$ cat src/rtl/timer_pkg.sv
// Shared encodings, field widths and count helpers for the countdown timer.
package timer_pkg;

    localparam int unsigned MSEC_W  = 7;
    localparam int unsigned SEC_W   = 6;
    localparam int unsigned MIN_W   = 6;
    localparam int unsigned STATE_W = 2;

    localparam logic [1:0] IDLE    = 2'd0;
    localparam logic [1:0] COUNT   = 2'd1;
    localparam logic [1:0] EXPIRED = 2'd2;

    localparam logic [MSEC_W-1:0] CS_MAX  = MSEC_W'(99);
    localparam logic [SEC_W-1:0]  SEC_MAX = SEC_W'(59);

    // MM:SS.cc count value as held by the datapath.
    typedef struct packed {
        logic [MIN_W-1:0]  min;
        logic [SEC_W-1:0]  sec;
        logic [MSEC_W-1:0] msec;
    } count_t;

    // True when the count reads 00:00.00.
    function automatic logic is_zero(input count_t c);
        return (c.min == '0) && (c.sec == '0) && (c.msec == '0);
    endfunction

    // One-centisecond decrement with borrow through seconds into minutes.
    function automatic count_t dec_cs(input count_t c);
        count_t r;
        r = c;
        if (c.msec != '0) begin
            r.msec = c.msec - MSEC_W'(1);
        end else begin
            r.msec = CS_MAX;
            if (c.sec != '0) begin
                r.sec = c.sec - SEC_W'(1);
            end else begin
                r.sec = SEC_MAX;
                r.min = c.min - MIN_W'(1);
            end
        end
        return r;
    endfunction

endpackage

$ cat src/rtl/tick_gen.sv
// Prescaler producing one 10 ms tick per TICK_DIV clocks while enabled.
// tick is decoded from the prescaler so the count updates on the same edge
// the prescaler wraps, giving exactly TICK_DIV clocks from enable to first tick.
module tick_gen #(
    parameter int unsigned TICK_DIV = 1_000_000
) (
    input  logic clk,
    input  logic rst,
    input  logic en,
    input  logic sync_clr,
    output logic tick
);

    localparam int unsigned CNT_W = (TICK_DIV > 1) ? $clog2(TICK_DIV) : 1;
    localparam logic [CNT_W-1:0] CNT_LAST = CNT_W'(TICK_DIV - 1);

    logic [CNT_W-1:0] cnt_q;

    assign tick = en && !sync_clr && (cnt_q == CNT_LAST);

    // Prescaler: held at zero unless enabled, wraps after TICK_DIV-1.
    always_ff @(posedge clk or posedge rst) begin
        if (rst) begin
            cnt_q <= '0;
        end else if (sync_clr) begin
            cnt_q <= '0;
        end else if (en) begin
            cnt_q <= (cnt_q == CNT_LAST) ? '0 : cnt_q + CNT_W'(1);
        end
    end

endmodule

$ cat src/rtl/timer_datapath.sv
// Countdown-timer datapath: adjusts MM:SS.cc while stopped, counts down at
// 100 Hz while running, and flags expiry.
module timer_datapath
    import timer_pkg::*;
#(
    parameter int unsigned TICK_DIV = 1_000_000,
    parameter int unsigned MAX_MIN  = 59
) (
    input  logic              clk,
    input  logic              rst,
    input  logic              run_stop,
    input  logic              clear,
    input  logic              inc,
    input  logic              dec,
    output logic [MSEC_W-1:0] msec,
    output logic [SEC_W-1:0]  sec,
    output logic [MIN_W-1:0]  min,
    output logic              running,
    output logic              done,
    output logic              alarm
);

    localparam logic [MIN_W-1:0] MIN_TOP = MIN_W'(MAX_MIN);

    logic [STATE_W-1:0] state_q, state_d;
    count_t             cnt_q, cnt_d;
    logic               done_d;
    logic               running_q, done_q, alarm_q;
    logic               tick, tick_en, tick_clr;

    // Prescaler only advances in COUNT with run_stop held; any exit restarts it.
    assign tick_clr = clear || !((state_q == COUNT) && run_stop);
    assign tick_en  = !tick_clr;

    tick_gen #(.TICK_DIV(TICK_DIV)) u_tick_gen (
        .clk      (clk),
        .rst      (rst),
        .en       (tick_en),
        .sync_clr (tick_clr),
        .tick     (tick)
    );

    // Next state, next count and done pulse; priority clear > inc > dec > tick.
    always_comb begin
        state_d = state_q;
        cnt_d   = cnt_q;
        done_d  = 1'b0;
        if (clear) begin
            state_d = IDLE;
            cnt_d   = '0;
        end else begin
            case (state_q)
                IDLE: begin
                    if (inc) begin
                        if (!((cnt_q.min == MIN_TOP) && (cnt_q.sec == SEC_MAX))) begin
                            if (cnt_q.sec == SEC_MAX) begin
                                cnt_d.sec = '0;
                                cnt_d.min = cnt_q.min + MIN_W'(1);
                            end else begin
                                cnt_d.sec = cnt_q.sec + SEC_W'(1);
                            end
                        end
                    end else if (dec) begin
                        if (!((cnt_q.min == '0) && (cnt_q.sec == '0))) begin
                            if (cnt_q.sec == '0) begin
                                cnt_d.sec = SEC_MAX;
                                cnt_d.min = cnt_q.min - MIN_W'(1);
                            end else begin
                                cnt_d.sec = cnt_q.sec - SEC_W'(1);
                            end
                        end
                    end
                    // Start only from a non-zero value, judged after any adjust.
                    if (run_stop && !is_zero(cnt_d)) begin
                        state_d = COUNT;
                    end
                end
                COUNT: begin
                    if (!run_stop) begin
                        state_d = IDLE;
                    end else if (tick) begin
                        cnt_d = dec_cs(cnt_q);
                        if (is_zero(cnt_d)) begin
                            state_d = EXPIRED;
                            done_d  = 1'b1;
                        end
                    end
                end
                EXPIRED: begin
                    if (!run_stop) begin
                        state_d = IDLE;
                    end
                end
                default: begin
                    state_d = IDLE;
                end
            endcase
        end
    end

    // State, count and status flags; async reset returns everything to zero.
    always_ff @(posedge clk or posedge rst) begin
        if (rst) begin
            state_q   <= IDLE;
            cnt_q     <= '0;
            running_q <= 1'b0;
            done_q    <= 1'b0;
            alarm_q   <= 1'b0;
        end else begin
            state_q   <= state_d;
            cnt_q     <= cnt_d;
            running_q <= (state_d == COUNT);
            done_q    <= done_d;
            alarm_q   <= (state_d == EXPIRED);
        end
    end

    assign msec    = cnt_q.msec;
    assign sec     = cnt_q.sec;
    assign min     = cnt_q.min;
    assign running = running_q;
    assign done    = done_q;
    assign alarm   = alarm_q;

endmodule

$ cat config.mk
export PLATFORM = sky130hd
export DESIGN_NAME = timer_datapath
export DESIGN_NICKNAME = d
export VERILOG_FILES = /design/src/rtl/timer_pkg.sv /design/src/rtl/tick_gen.sv /design/src/rtl/timer_datapath.sv
export SDC_FILE = /design/constraint.sdc
export NUM_CORES = 1
export LEC_CHECK = 0
export CAP_MARGIN = 10
export CORE_MARGIN = 10
export CORE_UTILIZATION = 45
export DETAILED_ROUTE_END_ITERATION = 12
export DONT_BUFFER_PORTS = 1
export PLACE_DENSITY_LB_ADDON = 0.05
export SLEW_MARGIN = 15
export SYNTH_ARGS = -nofsm -noshare
export SYNTH_HDL_FRONTEND = slang
export SYNTH_HIERARCHICAL = 1
export SYNTH_SLANG_ARGS = --single-unit
$ cat constraint.sdc
create_clock -name clk -period 3.57 [get_ports clk]
set_input_delay 0.357 -clock clk [delete_from_list [all_inputs] [get_ports clk]]
set_output_delay 0.357 -clock clk [all_outputs]
set_load 0.01 [all_outputs]
==> impl_results.md, run 1 <==
* Status: finished clean
* Routed WL at 10,500 µm
* Post-CTS resize count at 0
* Area occupied by registers at 1100 µm²
* CTS H-Tree Depth at 2
* Post-route setup TNS at 0 ns
* Crit path arrival time at 3.28 ns
* HP Class: primary input to asynchronous set/reset pin
* Count of final hold-check violations at 0
* Hpwl dp at 7800 µm
* Synth Flop Type: dfrtp_1
* Critical Path Fanout Max at 12
* Via count at 3,569
* TritonCTS buffer count at 5
* Cells after synthesis at 465
* Vias in the first global route at 3,452
* Ports at 28
* # Max-Cap Violations at 0
* Multi-input logic area at 2350 µm²
* Critical path class: register to register
* Routed wire per std cell at 19.0 µm
* Rows at 32
* LEAKAGE at 0.00147 µW
* Crit-path leading delay family: simple AND/OR/NAND/NOR gates
* First drt pass iteration count at 4
* Final period utilization at 0.856
* Input/output buffers at 0
* FILL cells at 791
* Bufs and invs on worst path at 1
* Die H at 111 µm
* Startpoint Class: register
* Max Fclk at 0.327 GHz
* DR vias/cell at 6.48
* Worst Clk Skew at 0.00922 ns
* Slew Viols, Final at 0
* Worst vdd ir at 0.139 mV
* GRT Total Usage at 0.165
* Setup crit end kind: register
* Distinct cell type count after synthesis at 78
* PwrDens at 361 nW/µm²
* Clk_lat worst skew at 0.30 ns
* Clk sinks at 44
* Antenna Cells at 0
* DIE AREA at 12,200 µm²
* Worst reg2reg setup slack at 0.52 ns
* CP max stage delay at 0.52 ns
* Critical path cell sequence: nand2b_1, or2_2, inv_1, nor3b_1, nand2_1, nor4_1, o2111ai_1, or4_4, a21oi_1
* Syn_nets at 480
* Worst EP required at 3.80 ns
* Unrepaired setup endpoints after global routing: false
* First-pass GRT wire length at 17,600 µm
* Drt drc at 0
* Detail Route Antenna Nets at 0
* Total grt overflow at 0
* FF+latch count, synth at 44
* Worst slew margin at 0.337
* Final net count at 464
* Setup bufs post-CTS at 0
* Clock buffer depth at 2
* Final min period at 3.05 ns
* Root buf cell: clkbuf_8
* Clk pin slew, worst setup/hold paths at 0.09 ns
* CTS hold repair buffers at 0
* Hold_ws at 0.0925 ns
* Yosys warning total at 6
* Layout area overhead at 3.73%
* Avg Cell Area, Syn at 7.93 µm²
* Initial Util at 0.470
* Final setup fails at 0
* Die X at 111 µm
* Layout cells sized above 1 at 0.0913
* Largest net degree at the start of global routing at 28
* Post-synthesis sequential area ratio at 0.299
* Core ar. at 7850 µm²
* Placer Congestion at 0.924
* Slowest stage cell, crit path: or4_4
* Initial DRC count at 191
* Actual slew at the worst max-slew pin at 0.993 ns
* Antenna violations before repair at 0
* Post-Syn Area at 3690 µm²
* Number of synthesized flops with an enable pin at 0
* CTS tree: done
* Async SR Flop Fraction at 1.00
per-stage QoR:
| stage | power (µW) | cells | area [µm²] | util | setup slack [ns] |
|---|---|---|---|---|---|
| 2_1_floorplan | 918 | 465 | 3690 | - | 0.448 |
| 3_3_place_gp | 1050 | 544 | 3730 | 0.475 | 0.710 |
| 3_5_place_dp | 1040 | 544 | 3730 | 0.475 | 0.563 |
| 4_1_cts | 1390 | 551 | 3820 | 0.487 | 0.534 |
| 5_1_grt | 1470 | 551 | 3820 | 0.487 | 0.343 |
| 6_report | 1380 | 551 | 3820 | 0.487 | 0.516 |
synthesized netlist by cell type (8+ instances only):
cell      instances  area share
ha_1              9       0.031
clkbuf_1         24       0.024
o21ai_0          31       0.042
nand4_1          13       0.022
dfrtp_1          44        0.30
nor2_1           40       0.041
a21oi_1          33       0.045
nand2_1          35       0.036
inv_1            17       0.017
nand2b_1          8       0.014
a31oi_1          11       0.019
nor3_1           18       0.024
nand3_1          29       0.039
nor4_1           13       0.022
state kept, by name (all words and copies together) (netlist names):
name	count
alarm	1
done	1
min	6
msec	7
running	1
sec	6
state_q	2
u_tick_gen/cnt_q	20
layout make-up:
class / count / share of cell area
multi-input combinational: 370 / 0.615
sequential: 44 / 0.288
tap: 102 / 0.0334
clock buffer: 7 / 0.0252
timing repair buffer: 11 / 0.0216
inverter: 17 / 0.0167
cells by family (layout without fill, tap and decap cells):
logic type	Yosys count	in the layout	share of synthesized area
AO/OA/AOI/OAI	138	138	0.254
XOR/XNOR	7	7	0.0166
adder cells (fa/ha/maj)	9	9	0.0306
buffers and inverters	51	35	0.0631
flip-flops	44	44	0.299
multiplexers	5	5	0.0177
AND/OR/NAND/NOR	211	211	0.320
report_power, final:
group,switching [µW],internal (µW)
sequential,73.0,516
clock,167,173
combinational,280,172
total,520,861
worst paths after layout:
| kind | to | cells past startpoint | start |
|---|---|---|---|
| max in group asynchronous | min[3] | 1 | rst |
| max | alarm | 9 | state_q[1] |
| min | u_tick_gen/cnt_q[1] | 1 | rst |
| min reg2reg | u_tick_gen/cnt_q[14] | 1 | u_tick_gen/cnt_q[14] |
| min in group clk | sec[2] | 1 | clear |
| max reg2reg | alarm | 9 | state_q[1] |
layout by cell type (no fill, tap or decap), drive strengths merged, types with 7 or more instances in the layout:
| cell | count |
|---|---|
| buf | 11 |
| a21oi | 33 |
| inv | 17 |
| nor3 | 18 |
| o21ai | 32 |
| nand4 | 14 |
| a31oi | 11 |
| ha | 9 |
| dfrtp | 44 |
| nand3 | 29 |
| nor4 | 16 |
| nand2b | 8 |
| nand2 | 36 |
| clkbuf | 7 |
| nor2 | 40 |
metal layers:
layer	up-vias	global-route usage	wire length, µm
met3	12	0.0281	515
met5	-	0	0
met2	100	0.281	5060
li1	1733	-	-
met4	0	0.0475	151
met1	1724	0.206	4750
worst reg2reg max path: cells and delay by family (launching register included):
kind / cells / cell delay (ns)
and+or+nand+nor: 6 / 1.88
AOI/OAI and AO/OA: 2 / 0.39
buffers and inverters: 1 / 0.26
DFF: 1 / 0.46
No activity file was read; power rests on OpenSTA's default activity.
==> run 2: changes to the inputs <==
Settings changed: PLACE_DENSITY set to 0.58, PLACE_DENSITY_LB_ADDON 0.05 to not set.
==> impl_results.md, run 2 (same netlist as run 1, synthesis figures left out) <==
* Status: finished clean
* Fin util at 0.489 (+0.00207)
* Post-CTS resize count at 0 (unchanged)
* Reg2Reg Depth at 9 (unchanged)
* Register share of total power at 0.423 (-0.004)
* DR vias/cell at 6.52 (+0.70%)
* Setup bufs post-CTS at 0 (unchanged)
* Switching power at 515 µW (-1.0%)
* Worst R2R Start: state_q[1]
* Placer Congestion at 0.943 (+2.0%)
* CTS H-Tree Depth at 2 (unchanged)
* Routed wire per std cell at 18.9 µm (-0.90%)
* Rows at 32 (unchanged)
* Slew Viols, Final at 0 (unchanged)
* Worst vdd ir at 0.175 mV (+26%)
* Clk pin slew, worst setup/hold paths at 0.08 ns (about the same)
* Initial Util at 0.470 (unchanged)
* Layout cells sized above 1 at 0.0949 (+0.00361)
* Core ar. at 7850 µm² (unchanged)
* Top reg by flops: u_tick_gen/cnt_q
* Routed WL at 10,500 µm (-0.18%)
* Total grt overflow at 0 (unchanged)
* Layout area overhead at 4.18%
* Commonest non-fill, non-tap cell in the layout: dfrtp_1
* Startpoint Class: register
* Critical path class: register to register
* Worst Clk Skew at 0.00768 ns (-0.00154 ns)
* Max reg flops at 20 (unchanged)
* Antenna violations before repair at 0 (unchanged)
* Vias in the first global route at 3,365 (-2.5%)
* Design area at 3840 µm² (+0.43%)
* Setup crit end kind: register
* Drt drc at 0 (unchanged)
* Critical Path Fanout Max at 12 (unchanged)
* LEAKAGE at 0.00148 µW (+0.77%)
* Clk sinks at 44 (unchanged)
* Most frequent cells in the layout: dfrtp_1 (44), nor2_1 (40), nand2_1 (35)
* Via count at 3,620 (+1.4%)
* Hold_ws at 0.0924 ns (-0.000102 ns)
* Clk_lat worst skew at 0.30 ns (about the same)
* Final min period at 2.95 ns (-0.100 ns)
* HP Class: primary input to asynchronous set/reset pin
* R2r endpoint: alarm
* Worst EP required at 3.80 ns (about the same)
* Largest net degree at the start of global routing at 25 (-11%)
* Sw frac at 0.377 (+0.000927)
* Count of final hold-check violations at 0 (unchanged)
* Dpl ws at 0.631 ns (+0.0687 ns)
* Combinational power share at 0.342 (+0.014)
* Die H at 111 µm (unchanged)
* Final net count at 467 (+0.65%)
* Final period utilization at 0.827 (-0.0280)
* Input/output buffers at 0 (unchanged)
* Worst reg2reg setup slack at 0.62 ns (+0.10 ns)
* CTS hold repair buffers at 0 (unchanged)
* FILL cells at 821 (+3.8%)
* # Max-Cap Violations at 0 (unchanged)
* PwrDens at 355 nW/µm² (-1.7%)
* GRT Total Usage at 0.166 (+0.000838)
* Placed inst area at 3750 µm² (+0.60%)
* Root buf cell: clkbuf_8
* Clock buffer depth at 2 (unchanged)
* Post-route setup TNS at 0 ns (unchanged)
* Initial DRC count at 218 (+14%)
* Critical path launch point: state_q[1]
* Int Power at 849 µW (-1.4%)
* Worst slew margin at 0.358 (+0.0205)
* Die X at 111 µm (unchanged)
* Antenna Cells at 0 (unchanged)
* Detail Route Antenna Nets at 0 (unchanged)
* CTS tree: done
* CP endpoint: alarm
* TritonCTS buffer count at 5 (unchanged)
* Ports at 28 (unchanged)
* Crit path arrival time at 3.18 ns (-0.10 ns)
* Final WS setup at 0.616 ns (+0.100 ns)
* Unrepaired setup endpoints after global routing: false
* Max Fclk at 0.339 GHz (+3.4%)
* Clock Power Share at 0.235 (-0.010)
* First-pass GRT wire length at 17,700 µm (+0.98%)
* Actual slew at the worst max-slew pin at 0.962 ns (-0.0307 ns)
* Hpwl dp at 7710 µm (-1.1%)
* DIE AREA at 12,200 µm² (unchanged)
* Final setup fails at 0 (unchanged)
* First drt pass iteration count at 5 (+1)
## run 2: worst min-delay path by stage
stage | slack (ns) | cells after the start | end | startpoint
floorplan | 0.32 | 1 | u_tick_gen/cnt_q[0] | rst
global placement | 0.42 | 1 | sec[2] | clear
detailed placement | 0.43 | 1 | u_tick_gen/cnt_q[4] | rst
CTS | 0.11 | 1 | sec[2] | clear
global route | 0.1 | 1 | sec[5] | clear
finish | 0.09 | 1 | u_tick_gen/cnt_q[1] | rst
## run 2: metrics by stage
step,cells,total power [µW]
finish,555,1360
global route,555,1460
global placement,547,1050
CTS,555,1370
detailed placement,547,1040
floorplan,465,918
## run 2: worst max-delay path: stages (launching register included)
cell       delay [ns]
dfrtp_1          0.44
nand2b_1         0.18
or2_2            0.39
inv_1            0.25
nor3b_1          0.38
nand2_1          0.09
nor4_1           0.22
o2111ai_1        0.23
or4_4            0.54
a21oi_1          0.15
## run 2: power groups by stage
stage               logic [µW]  registers [µW]  clock network [µW]
floorplan                  361             557                   0
global placement           462             587                   0
detailed placement         455             586                   0
CTS                        459             576                 338
global route               516             582                 363
finish                     466             576                 321
## run 2: final cells by class
| cell class | instances | area [µm²] | share of cell area |
|---|---|---|---|
| multi-input cells | 370 | 2350 | 0.613 |
| repair buffers | 14 | 105 | 0.0274 |
| clock buffers | 8 | 90.1 | 0.0235 |
| inverters | 17 | 63.8 | 0.0166 |
| well taps | 102 | 128 | 0.0332 |
| flip-flops and latches | 44 | 1100 | 0.287 |
## run 2: metal layers
| metal | up-vias | GRT usage | wire length (µm) |
|---|---|---|---|
| li1 | 1736 | - | - |
| met1 | 1738 | 0.223 | 4660 |
| met2 | 134 | 0.271 | 5120 |
| met3 | 12 | 0.0211 | 568 |
| met4 | 0 | 0.0440 | 119 |
| met5 | - | 0 | 0 |
